==> src/rtl/debug_unit.sv <==
// Host debug controller: decodes UART commands, loads instruction memory,
// runs or single-steps the pipeline and streams a 38-byte debug frame back.
module debug_unit #(
  parameter int                 NB_BYTE    = 8,
  parameter int                 NB_DATA    = 32,
  parameter int                 IMEM_WORDS = 256,
  parameter logic [NB_DATA-1:0] HALT_WORD  = 32'hFFFF_FFFF
) (
  input  logic               clk,
  input  logic               i_reset,
  input  logic [NB_BYTE-1:0] i_rx_data,
  input  logic               i_rx_valid,
  output logic [NB_BYTE-1:0] o_tx_data,
  output logic               o_tx_valid,
  input  logic               i_tx_ready,
  output logic               o_we_IF,
  output logic [NB_DATA-1:0] o_instruction_data,
  output logic [NB_DATA-1:0] o_instruction_addr,
  output logic               o_halt,
  output logic               o_mips_reset,
  input  logic               i_end,
  input  logic [143:0]       i_seg_ID_EX,
  input  logic [31:0]        i_seg_EX_MEM,
  input  logic [47:0]        i_seg_MEM_WB,
  input  logic [39:0]        i_seg_WB_ID,
  input  logic [23:0]        i_ctrl_ID_EX,
  input  logic [15:0]        i_pc_lsb,
  output logic [2:0]         o_state
);

  localparam int FRAME_BYTES = 38;
  localparam int FRAME_W     = 304;

  localparam logic [NB_BYTE-1:0] CMD_LOAD  = NB_BYTE'('h4C);
  localparam logic [NB_BYTE-1:0] CMD_RUN   = NB_BYTE'('h43);
  localparam logic [NB_BYTE-1:0] CMD_STEP  = NB_BYTE'('h53);
  localparam logic [NB_BYTE-1:0] CMD_RESET = NB_BYTE'('h52);

  localparam logic [1:0]         LAST_BYTE = 2'(NB_DATA / NB_BYTE - 1);
  localparam logic [NB_DATA-1:0] LAST_IDX  = NB_DATA'(IMEM_WORDS - 1);
  localparam logic [5:0]         LAST_TX   = 6'(FRAME_BYTES - 1);

  typedef enum logic [2:0] {
    IDLE = 3'd0,
    LOAD = 3'd1,
    RUN  = 3'd2,
    STEP = 3'd3,
    DUMP = 3'd4
  } stateT;

  stateT                      state;
  logic [NB_DATA-NB_BYTE-1:0] shiftReg;
  logic [NB_DATA-1:0]         nextWord;
  logic [NB_DATA-1:0]         wordIdx;
  logic [1:0]                 byteCnt;
  logic [5:0]                 txCnt;
  logic [FRAME_W-1:0]         frame;
  logic [FRAME_W-1:0]         liveFrame;

  assign liveFrame = {i_pc_lsb, i_seg_ID_EX, i_ctrl_ID_EX,
                      i_seg_EX_MEM, i_seg_MEM_WB, i_seg_WB_ID};
  assign nextWord  = {shiftReg, i_rx_data};
  assign o_state   = state;

  always_ff @(posedge clk) begin
    if (i_reset) begin
      state              <= IDLE;
      o_halt             <= 1'b1;
      o_we_IF            <= 1'b0;
      o_instruction_data <= '0;
      o_instruction_addr <= '0;
      o_tx_valid         <= 1'b0;
      o_tx_data          <= '0;
      o_mips_reset       <= 1'b0;
      byteCnt            <= '0;
      wordIdx            <= '0;
      txCnt              <= '0;
    end else begin
      o_we_IF      <= 1'b0;
      o_mips_reset <= 1'b0;
      case (state)
        IDLE: begin
          if (i_rx_valid) begin
            case (i_rx_data)
              CMD_LOAD: begin
                state   <= LOAD;
                byteCnt <= '0;
                wordIdx <= '0;
              end
              CMD_RUN: begin
                state  <= RUN;
                o_halt <= 1'b0;
              end
              CMD_STEP: begin
                state  <= STEP;
                o_halt <= 1'b0;
              end
              CMD_RESET: o_mips_reset <= 1'b1;
              default: ;
            endcase
          end
        end
        LOAD: begin
          if (i_rx_valid) begin
            byteCnt <= byteCnt + 2'd1;
            if (byteCnt == LAST_BYTE) begin
              o_we_IF            <= 1'b1;
              o_instruction_data <= nextWord;
              o_instruction_addr <= {wordIdx[NB_DATA-3:0], 2'b00};
              wordIdx            <= wordIdx + NB_DATA'(1);
              // The terminator word is still written before leaving LOAD
              if (nextWord == HALT_WORD || wordIdx == LAST_IDX)
                state <= IDLE;
            end
          end
        end
        RUN: begin
          if (i_end) begin
            state  <= DUMP;
            o_halt <= 1'b1;
          end
        end
        STEP: begin
          state  <= DUMP;
          o_halt <= 1'b1;
        end
        DUMP: begin
          // First DUMP cycle: pipeline has settled after its last enabled edge
          if (!o_tx_valid) begin
            o_tx_valid <= 1'b1;
            o_tx_data  <= liveFrame[FRAME_W-1 -: NB_BYTE];
            txCnt      <= '0;
          end else if (i_tx_ready) begin
            if (txCnt == LAST_TX) begin
              o_tx_valid <= 1'b0;
              state      <= IDLE;
            end else begin
              txCnt     <= txCnt + 6'd1;
              o_tx_data <= frame[FRAME_W-NB_BYTE-1 -: NB_BYTE];
            end
          end
        end
        default: state <= IDLE;
      endcase
    end
  end

  // Datapath registers carry no reset; control gating makes stale contents harmless
  always_ff @(posedge clk) begin
    if (state == LOAD && i_rx_valid)
      shiftReg <= nextWord[NB_DATA-NB_BYTE-1:0];
    if (state == DUMP) begin
      if (!o_tx_valid)
        frame <= liveFrame;
      else if (i_tx_ready)
        frame <= frame << NB_BYTE;
    end
  end

endmodule

==> config.mk <==
export PLATFORM = sky130hd
export DESIGN_NAME = debug_unit
export DESIGN_NICKNAME = d
export VERILOG_FILES = /design/src/rtl/debug_unit.sv
export SDC_FILE = /design/constraint.sdc
export NUM_CORES = 1
export LEC_CHECK = 0
export BUFFER_PORTS_ARGS = -buffer_cell sky130_fd_sc_hd__buf_2
export CAP_MARGIN = 20
export CORE_MARGIN = 10
export CORE_UTILIZATION = 31
export DETAILED_ROUTE_END_ITERATION = 8
export PLACE_DENSITY = 0.55
export SYNTH_ARGS = -nofsm -noshare
export SYNTH_HDL_FRONTEND = slang
export SYNTH_SLANG_ARGS = --single-unit
==> constraint.sdc <==
create_clock -name clk -period 23.3 [get_ports clk]
set_input_delay 0 -clock clk [delete_from_list [all_inputs] [get_ports clk]]
set_output_delay 0 -clock clk [all_outputs]
set_load 0.02 [all_outputs]
==> results of run 1 <==
[registers in the layout, indices dropped and copies added (netlist names), 2 cells and up]
| name | count |
|---|---|
| shiftReg | 24 |
| o_instruction_addr | 30 |
| txCnt | 6 |
| o_state | 3 |
| wordIdx | 32 |
| o_tx_data | 8 |
| byteCnt | 2 |
| o_instruction_data | 32 |
| frame | 296 |
[per-layer routing]
| layer | part of all wire | global-route usage |
|---|---|---|
| met5 | 0.00022 | 0 |
| met3 | 0.068 | 0.0405 |
| met4 | 0.024 | 0.0480 |
| met1 | 0.41 | 0.173 |
| met2 | 0.50 | 0.246 |
[cell usage in the layout, fill, tap and decap left out, types with 12 or more instances in the layout]
cell                            instances
sky130_fd_sc_hd__nand2_1              142
sky130_fd_sc_hd__a21oi_1               72
sky130_fd_sc_hd__dlygate4sd3_1        316
sky130_fd_sc_hd__mux2_2               288
sky130_fd_sc_hd__xnor2_1               26
sky130_fd_sc_hd__nor4_1                20
sky130_fd_sc_hd__edfxtp_1             320
sky130_fd_sc_hd__clkbuf_16             54
sky130_fd_sc_hd__nand4_1               16
sky130_fd_sc_hd__diode_2               12
sky130_fd_sc_hd__buf_2                393
sky130_fd_sc_hd__dfxtp_1              116
sky130_fd_sc_hd__nor2_1                49
[worst reg2reg max path, stage by stage (launching register included)]
cell and delay (ns):
sky130_fd_sc_hd__dfxtp_1 0.41, sky130_fd_sc_hd__or3b_2 0.60, sky130_fd_sc_hd__a21oi_4 0.19, sky130_fd_sc_hd__buf_4 0.54, sky130_fd_sc_hd__buf_4 0.88
[area by class of cell]
type                            count  area share
Sequential cell                   437       0.468
Multi-Input combinational cell    734       0.223
Timing Repair Buffer              720       0.206
Clock buffer                       66      0.0550
Tap cell                          765      0.0374
Clock inverter                     28     0.00906
Antenna cell                       12     0.00117
Inverter                            6    0.000881
[where the power goes]
part | switching (mW) | internal [mW] | total (mW)
combinational | 0.0346 | 0.0728 | 0.107
sequential | 0.000283 | 0.833 | 0.833
clock | 0.324 | 0.459 | 0.783
total | 0.359 | 1.36 | 1.72
[metrics by stage]
| step | std cells | worst slack [ns] | utilization |
|---|---|---|---|
| global placement | 2344 | 20.33 | 0.360 |
| CTS | 2754 | 20.24 | 0.444 |
| global route | 2765 | 20.10 | 0.445 |
| finish | 2768 | 20.28 | 0.445 |
| detailed placement | 2344 | 20.23 | 0.360 |
| floorplan | 1248 | 6.31 | - |
[cell families after synthesis]
family                     after synthesis  synth area share
DFF                                    437             0.666
AOI/OAI and AO/OA                      100            0.0313
adders and majority gates                4           0.00279
buffers and inverters                   77            0.0173
and+or+nand+nor                        300            0.0809
muxes                                  297             0.186
other                                    1          0.000209
xor gates and xnor gates                31            0.0151
[final timing paths]
kind	slack, ns	startpoint	endpoint
worst max-delay path	20.28	o_state[0]$_SDFFE_PP0P_	frame[290]$_DFFE_PP_
worst min register to register	0.45	o_instruction_addr[17]$_SDFFE_PP0P_	o_instruction_addr[17]$_SDFFE_PP0P_
worst min-delay path	0.13	i_reset	o_state[1]$_SDFFE_PP0P_
worst max register to register	20.28	o_state[0]$_SDFFE_PP0P_	frame[290]$_DFFE_PP_
==> summary by stage, run 1 <==
Routing
The via count is 12500. The average wire per cell in the routed design is 18.3 microns. The detailed router finished its first iteration with 711 violations. For this run, design rule violations remaining after detail routing come to 0. The remaining antenna violation count after routing is 0.

The first TritonRoute pass finished after 6 iterations. The final layout contains routed wiring with a total length of 50700 microns. After detailed routing, the number of vias per cell comes to 4.50.

STA
The total setup violations reported at the end of the flow is 0. Of the available clock period, the critical path in the final layout requires 0.130. After routing, the total negative slack on setup checks comes to 0 ns. The headroom to the max-slew limit is 0.205. The upper clock frequency limit is 331 MHz.

Setup repair after global routing left no endpoint under its margin. The number of hold-slack violations in the final timing report was 0. The routed design could run at a clock period as short as 3.02 ns. The worst hold slack across all endpoints is 0.126 ns. The final max-slew violation count was 0. The measured slew at the worst slew-check pin is 1.19 ns. The worst setup skew after layout is 0.0111 ns.

Yosys
By area the synthesized netlist is led by sky130_fd_sc_hd__edfxtp_1 54%, sky130_fd_sc_hd__mux2_2 18%, sky130_fd_sc_hd__dfxtp_1 13%. The sequential share of the synthesized area is 0.666. By instance count, the leading cell after synthesis is sky130_fd_sc_hd__edfxtp_1. Of the post-synthesis cell area, the dominant cell type holds 0.536. The proportion of register bits with asynchronous set or reset after synthesis is 0.

The gate count of the mapped netlist is 1247. The mean cell area of the mapped netlist is 14.4 sq um. The post-synthesis instance area is 0.0179 sq mm. The flip-flop and latch count after synthesis is 437. Ranked by instance count, the synthesized netlist is headed by 320 x sky130_fd_sc_hd__edfxtp_1, 288 x sky130_fd_sc_hd__mux2_2, 143 x sky130_fd_sc_hd__nand2_1. The count of unique library cells instantiated by Yosys is 50. Yosys mapped a number of flops with a built-in enable equal to 320.

The count of warnings emitted by yosys is 0. The most area-hungry cell type in the Yosys netlist is sky130_fd_sc_hd__edfxtp_1. Among all flip-flop cells after synthesis, the most frequent one is sky130_fd_sc_hd__edfxtp_1.

Critical path
The number of gates on the worst path with buffers counted is 4. Among the stages of the critical path, the cell type that occurs most often is sky130_fd_sc_hd__buf_4. The category of the most critical setup path is flip-flop to flip-flop. The signal on the critical path passes through or3b_2, a21oi_4, buf_4, buf_4. The master of the slowest instance on the critical path is sky130_fd_sc_hd__buf_4. The data arrival time at the worst-slack endpoint is 3.22 ns. Data on the critical path is required at its endpoint by 23.50 ns. For this run, the slowest stage of the critical path takes 0.83 ns.

The kind of cell with the highest combined delay along the critical path is buffers and inverters. The number of cells on the worst reg-to-reg path is 4. The number of buffer and inverter instances along the worst setup path is 2. The kind of start point of the critical path is a flip-flop. In this run the worst path has a maximum fanout of 69. The element type at the critical path end is a flip-flop.

Die
The die outline width is 261 microns. The die covers 0.0679 sq mm. The height of the chip is 261 microns. For this configuration, the core starts out at a cell density of 0.312. After floorplanning, the core was divided into 88 placement rows. The area of the placeable core is 0.0575 sq mm. For this design the top-level I/O count stands at 396.

CTS
The number of gates resized after CTS was 0. The clock tree from TritonCTS is done. The clock passes through at most 3 buffers. The H-tree was split into 2 levels.

Buffers inserted to repair hold after CTS numbered 316. The total setup buffers inserted after CTS is 0. Clock-pin slew was measured on the worst setup and hold paths at 0.06 ns. TritonCTS created 50 clock buffers. For the worst-skew pair, the clock arrives at the later sink with an insertion delay of 0.58 ns.

For this design, the sink count on the clock tree is 437. The cell sitting at the root of the clock tree is a sky130_fd_sc_hd__clkbuf_16.

Pwr
VDD sags by at most 0.0554 mV. The overall power after layout is 1.72 mW. The static leakage is 9.22 nW.

The power density of the placed cells is 67.4 mW/mm^2.

Global routing
The number of global-route vias before repair came to 13600. The overall overflow remaining after global route is 0. Entering global routing, the biggest net connects 182 pins. The number of antenna violations at the first check in global routing was 11. The combined global-route utilization of all metal layers is 0.144. The wire length of the first global-routing pass is 77200 microns.

Final layout
The area added between synthesis and finish is 42.5%. The area of all sequential standard cells is 0.0120 sq mm. After routing the design area is 0.0256 sq mm. In the final layout, the share of cells above drive strength 1 is 0.393. The number of nets in the layout is 2270. Fill cells in the final layout number 5191. Summing all multi-input logic gate instances after layout gives 0.00570 sq mm.

Min path
Along the worst hold path, the cell count comes to 3. The path class of the tightest hold or removal check is input pin to flip-flop.

Outcome
The run finished with clean final reports.

Placement
The placed standard-cell area is 0.0207 sq mm. The weighted congestion reported at the end of routability-driven placement is 0.787. Port buffering added 393 buffers. The post-DP HPWL is 32800 microns.

Job
Across the run, the number of max-cap violations was 0.
No activity file was read; power rests on OpenSTA's default activity.
==> run 2, diff against run 1 <==
Settings changed: PLACE_DENSITY 0.55 to 0.56.
Clock period 23.3 ns to 2.7 ns, I/O delays scaled along.
==> summary by stage, run 2 (synthesized netlist as in run 1, its figures left out) <==
Die
The area of the placeable core came to 0.0575 sq mm (unchanged). The die area is 0.0679 sq mm (unchanged). The floorplan row count is 88 (unchanged). The height of the chip was 261 microns (unchanged). The die outline width is 261 microns (unchanged). The initial standard-cell utilization of the core is 0.312 (unchanged). The total I/O pin count is 396 (unchanged).

STA
The worst hold slack across all endpoints came to 0.249 ns (+0.123 ns). The number of hold-slack violations in the final timing report is 0 (unchanged). The total negative slack was 0 ns (unchanged). The minimum period implied by the final worst setup slack is 2.13 ns (-0.891 ns). The worst setup skew after layout came to 0.0244 ns (+0.0133 ns). The upper clock frequency limit came to 469 MHz (+42%). The post-route worst setup slack is 0.568 ns (-19.71 ns). Setup repair after global routing left no endpoint under its margin.

The headroom to the max-slew limit is 0.529 (+0.324). The final max-slew violation count is 0 (unchanged). The measured slew at the worst slew-check pin is 0.707 ns (-0.486 ns). The final clock period utilization by the worst path is 0.790 (+0.660). The total setup violations reported at the end of the flow is 0 (unchanged).

Pwr
The switching power of the nets came to 3.00 mW (+740%). The power density of the placed cells is 568 mW/mm^2 (+740%). The cell-internal power is 11.6 mW (+750%).

The relative contribution of combinational cells to total power came to 0.063 (about the same). The static leakage is 9.30 nW (+0.78%). The clock network fraction of design power is 0.444 (-0.010). The maximum resistive drop on vdd is 0.441 mV (+700%). The sequential power share is 0.493 (+0.010). The switching share of power is 0.206 (-0.00253).

Placement
The post-DP HPWL is 33100 microns (+0.87%). The weighted congestion reported at the end of routability-driven placement is 0.828 (+5.2%). The pre-CTS setup slack is 0.564 ns (-19.67 ns). The number of port buffers was 393 (unchanged).

Critical path
The data arrival time at the worst-slack endpoint is 2.63 ns (-0.59 ns). In this run the critical register-to-register path is captured at wordIdx[22]$_SDFFE_PP0P_. The element type at the critical path end is a flip-flop.

Traced cell by cell, the critical path runs through ha_1, and3_1, nand2_1, or4_4, or3_1, a21oi_1. The category of the most critical setup path is flip-flop to flip-flop. The startpoint identified for the worst register-to-register timing path is wordIdx[0]$_SDFFE_PP0P_. The worst reg-to-reg path cell count came to 6 (+2). The delay contributed by the slowest stage of the critical path is 0.56 ns (-0.27 ns).

The required time at the worst-slack endpoint is 3.20 ns (-20.30 ns). The master of the slowest instance on the critical path is sky130_fd_sc_hd__or4_4. STA classifies the critical path startpoint as a flip-flop. The worst setup slack for register-to-register paths is 0.57 ns (-19.71 ns). The largest fanout of any net on the critical path is 5 (-93%).

Routing
The total detailed-routing wirelength is 49800 microns (-1.9%). The average wire per cell in the routed design was 17.9 microns (-2.3%). The via count is 12600 (+1.5%). The length of the first detailed-routing pass in iterations is 5 (-1).

The average via count per standard cell came to 4.55 (+1.0%). The remaining antenna violation count after routing is 0 (unchanged). The post-route DRC violation count was 0 (unchanged). The DRC violation total after the first TritonRoute iteration is 867 (+22%).

Final layout
The number of nets in the layout is 2284 (+0.62%). The share of post-route cells with drive strength above 1 is 0.396 (+0.00314). The largest registers in the layout are frame x296, o_instruction_data x32, wordIdx x32. The register with the most flip-flops is frame. The area growth from synthesis to layout is 43.3%. The library cells used most frequently in the layout, excluding fill and tap cells, are 393 x sky130_fd_sc_hd__buf_2, 320 x sky130_fd_sc_hd__edfxtp_1, 318 x sky130_fd_sc_hd__dlygate4sd3_1.

The number of flip-flops under the largest register name is 296 (unchanged). Leaving out fill and tap cells, the most frequent cell in the layout is sky130_fd_sc_hd__buf_2. The number of inserted filler cells in the final layout is 5179 (-0.23%).

Global routing
The maximum number of pins on one net before global-route repair is 112 (-38%). The combined global-route utilization of all metal layers is 0.143 (-0.00117). The wire length of the first global-routing pass is 77300 microns (+0.16%).

The overall overflow remaining after global route came to 0 (unchanged). The number of global-route vias before repair is 13800 (+1.4%). The number of antenna violations at the first check in global routing is 15 (+4).

CTS
The post-CTS clock slew at the launch and capture registers of the worst setup and hold paths is 0.06 ns (about the same). The clock tree from TritonCTS is done. The number of sinks on the clock net is 437 (unchanged). The total CTS buffers is 49 (-2.0%). The tree is rooted in a sky130_fd_sc_hd__clkbuf_16. The later-pin clock latency in the skew report is 0.57 ns (about the same). The number of resized instances in the post-cts repair step is 0 (unchanged). The buffer depth of the longest clock path came to 3 (unchanged). The H-tree level count is 2 (unchanged).

Min path
The origin of the worst min-delay path is i_rx_data[7]. The number of cells on the worst hold path is 2 (-1). The worst hold path terminates at shiftReg[7]$_DFFE_PP_. The classification of the worst-slack hold path is input pin to flip-flop.

Job
The total of max-cap violations is 0 (unchanged).

Outcome
The run finished with clean final reports.
run 2: what timing repair did:
item	4_1_cts	5_1_grt
hold buffers	318	0
endpoints found under the hold margin	333	0
endpoints found under the setup margin	0	0
buffers inserted	0	0
run 2: power by group through the flow:
| stage | registers, mW | clock network (mW) | logic (mW) |
|---|---|---|---|
| 4_1_cts | 7.19 | 6.68 | 0.922 |
| 3_3_place_gp | 7.33 | 0 | 0.534 |
| 6_report | 7.19 | 6.47 | 0.925 |
| 5_1_grt | 7.19 | 6.95 | 1.01 |
| 3_5_place_dp | 7.33 | 0 | 0.542 |
| 2_1_floorplan | 7.34 | 0 | 0.240 |
run 2: worst max-delay path, delay by kind of cell (launching register included):
| kind | cells | cell delay [ns] |
|---|---|---|
| flops | 1 | 0.39 |
| fa+ha+maj | 1 | 0.21 |
| simple gates | 4 | 1.32 |
| compound gates | 1 | 0.14 |
run 2: final cells by class:
type	instances	area, sq um	area share
Sequential cell	437	12000	0.465
Multi-Input combinational cell	734	5700	0.222
Timing Repair Buffer	735	5470	0.213
Clock buffer	72	1430	0.0555
Tap cell	765	957	0.0373
Clock inverter	19	134	0.00521
Antenna cell	12	30.0	0.00117
Inverter	6	22.5	0.000877
run 2: layer usage:
metal  routed length [microns]  share of wire  vias to the layer above  GRT usage
li1                          -              -                     6081          -
met1                     20300           0.41                     6047      0.171
met2                     24400           0.49                      410      0.241
met3                      3570          0.072                       99     0.0439
met4                      1460          0.029                        8     0.0520
met5                        51         0.0010                        -          0
run 2: worst max path at each step:
stage / startpoint / to / slack [ns] / depth (start not counted)
2_1_floorplan: o_state[0]$_SDFFE_PP0P_ / txCnt[4]$_SDFFE_PP0P_ / -3.90 / 6
4_1_cts: o_state[2]$_SDFFE_PP0P_ / txCnt[4]$_SDFFE_PP0P_ / 0.55 / 6
3_3_place_gp: o_state[2]$_SDFFE_PP0P_ / txCnt[4]$_SDFFE_PP0P_ / 0.58 / 6
5_1_grt: o_state[2]$_SDFFE_PP0P_ / txCnt[4]$_SDFFE_PP0P_ / 0.43 / 6
3_5_place_dp: wordIdx[0]$_SDFFE_PP0P_ / wordIdx[22]$_SDFFE_PP0P_ / 0.56 / 6
6_report: wordIdx[0]$_SDFFE_PP0P_ / wordIdx[22]$_SDFFE_PP0P_ / 0.57 / 6
run 2: metrics by stage:
step | cell area, sq um | power (mW) | util | std cells
final | 25700 | 14.6 | 0.447 | 2780
after global routing | 25700 | 15.1 | 0.447 | 2778
after CTS | 25700 | 14.8 | 0.447 | 2768
after detailed placement | 20900 | 7.88 | 0.364 | 2359
after global placement | 20900 | 7.87 | 0.364 | 2359
after floorplan | 18000 | 7.58 | - | 1248
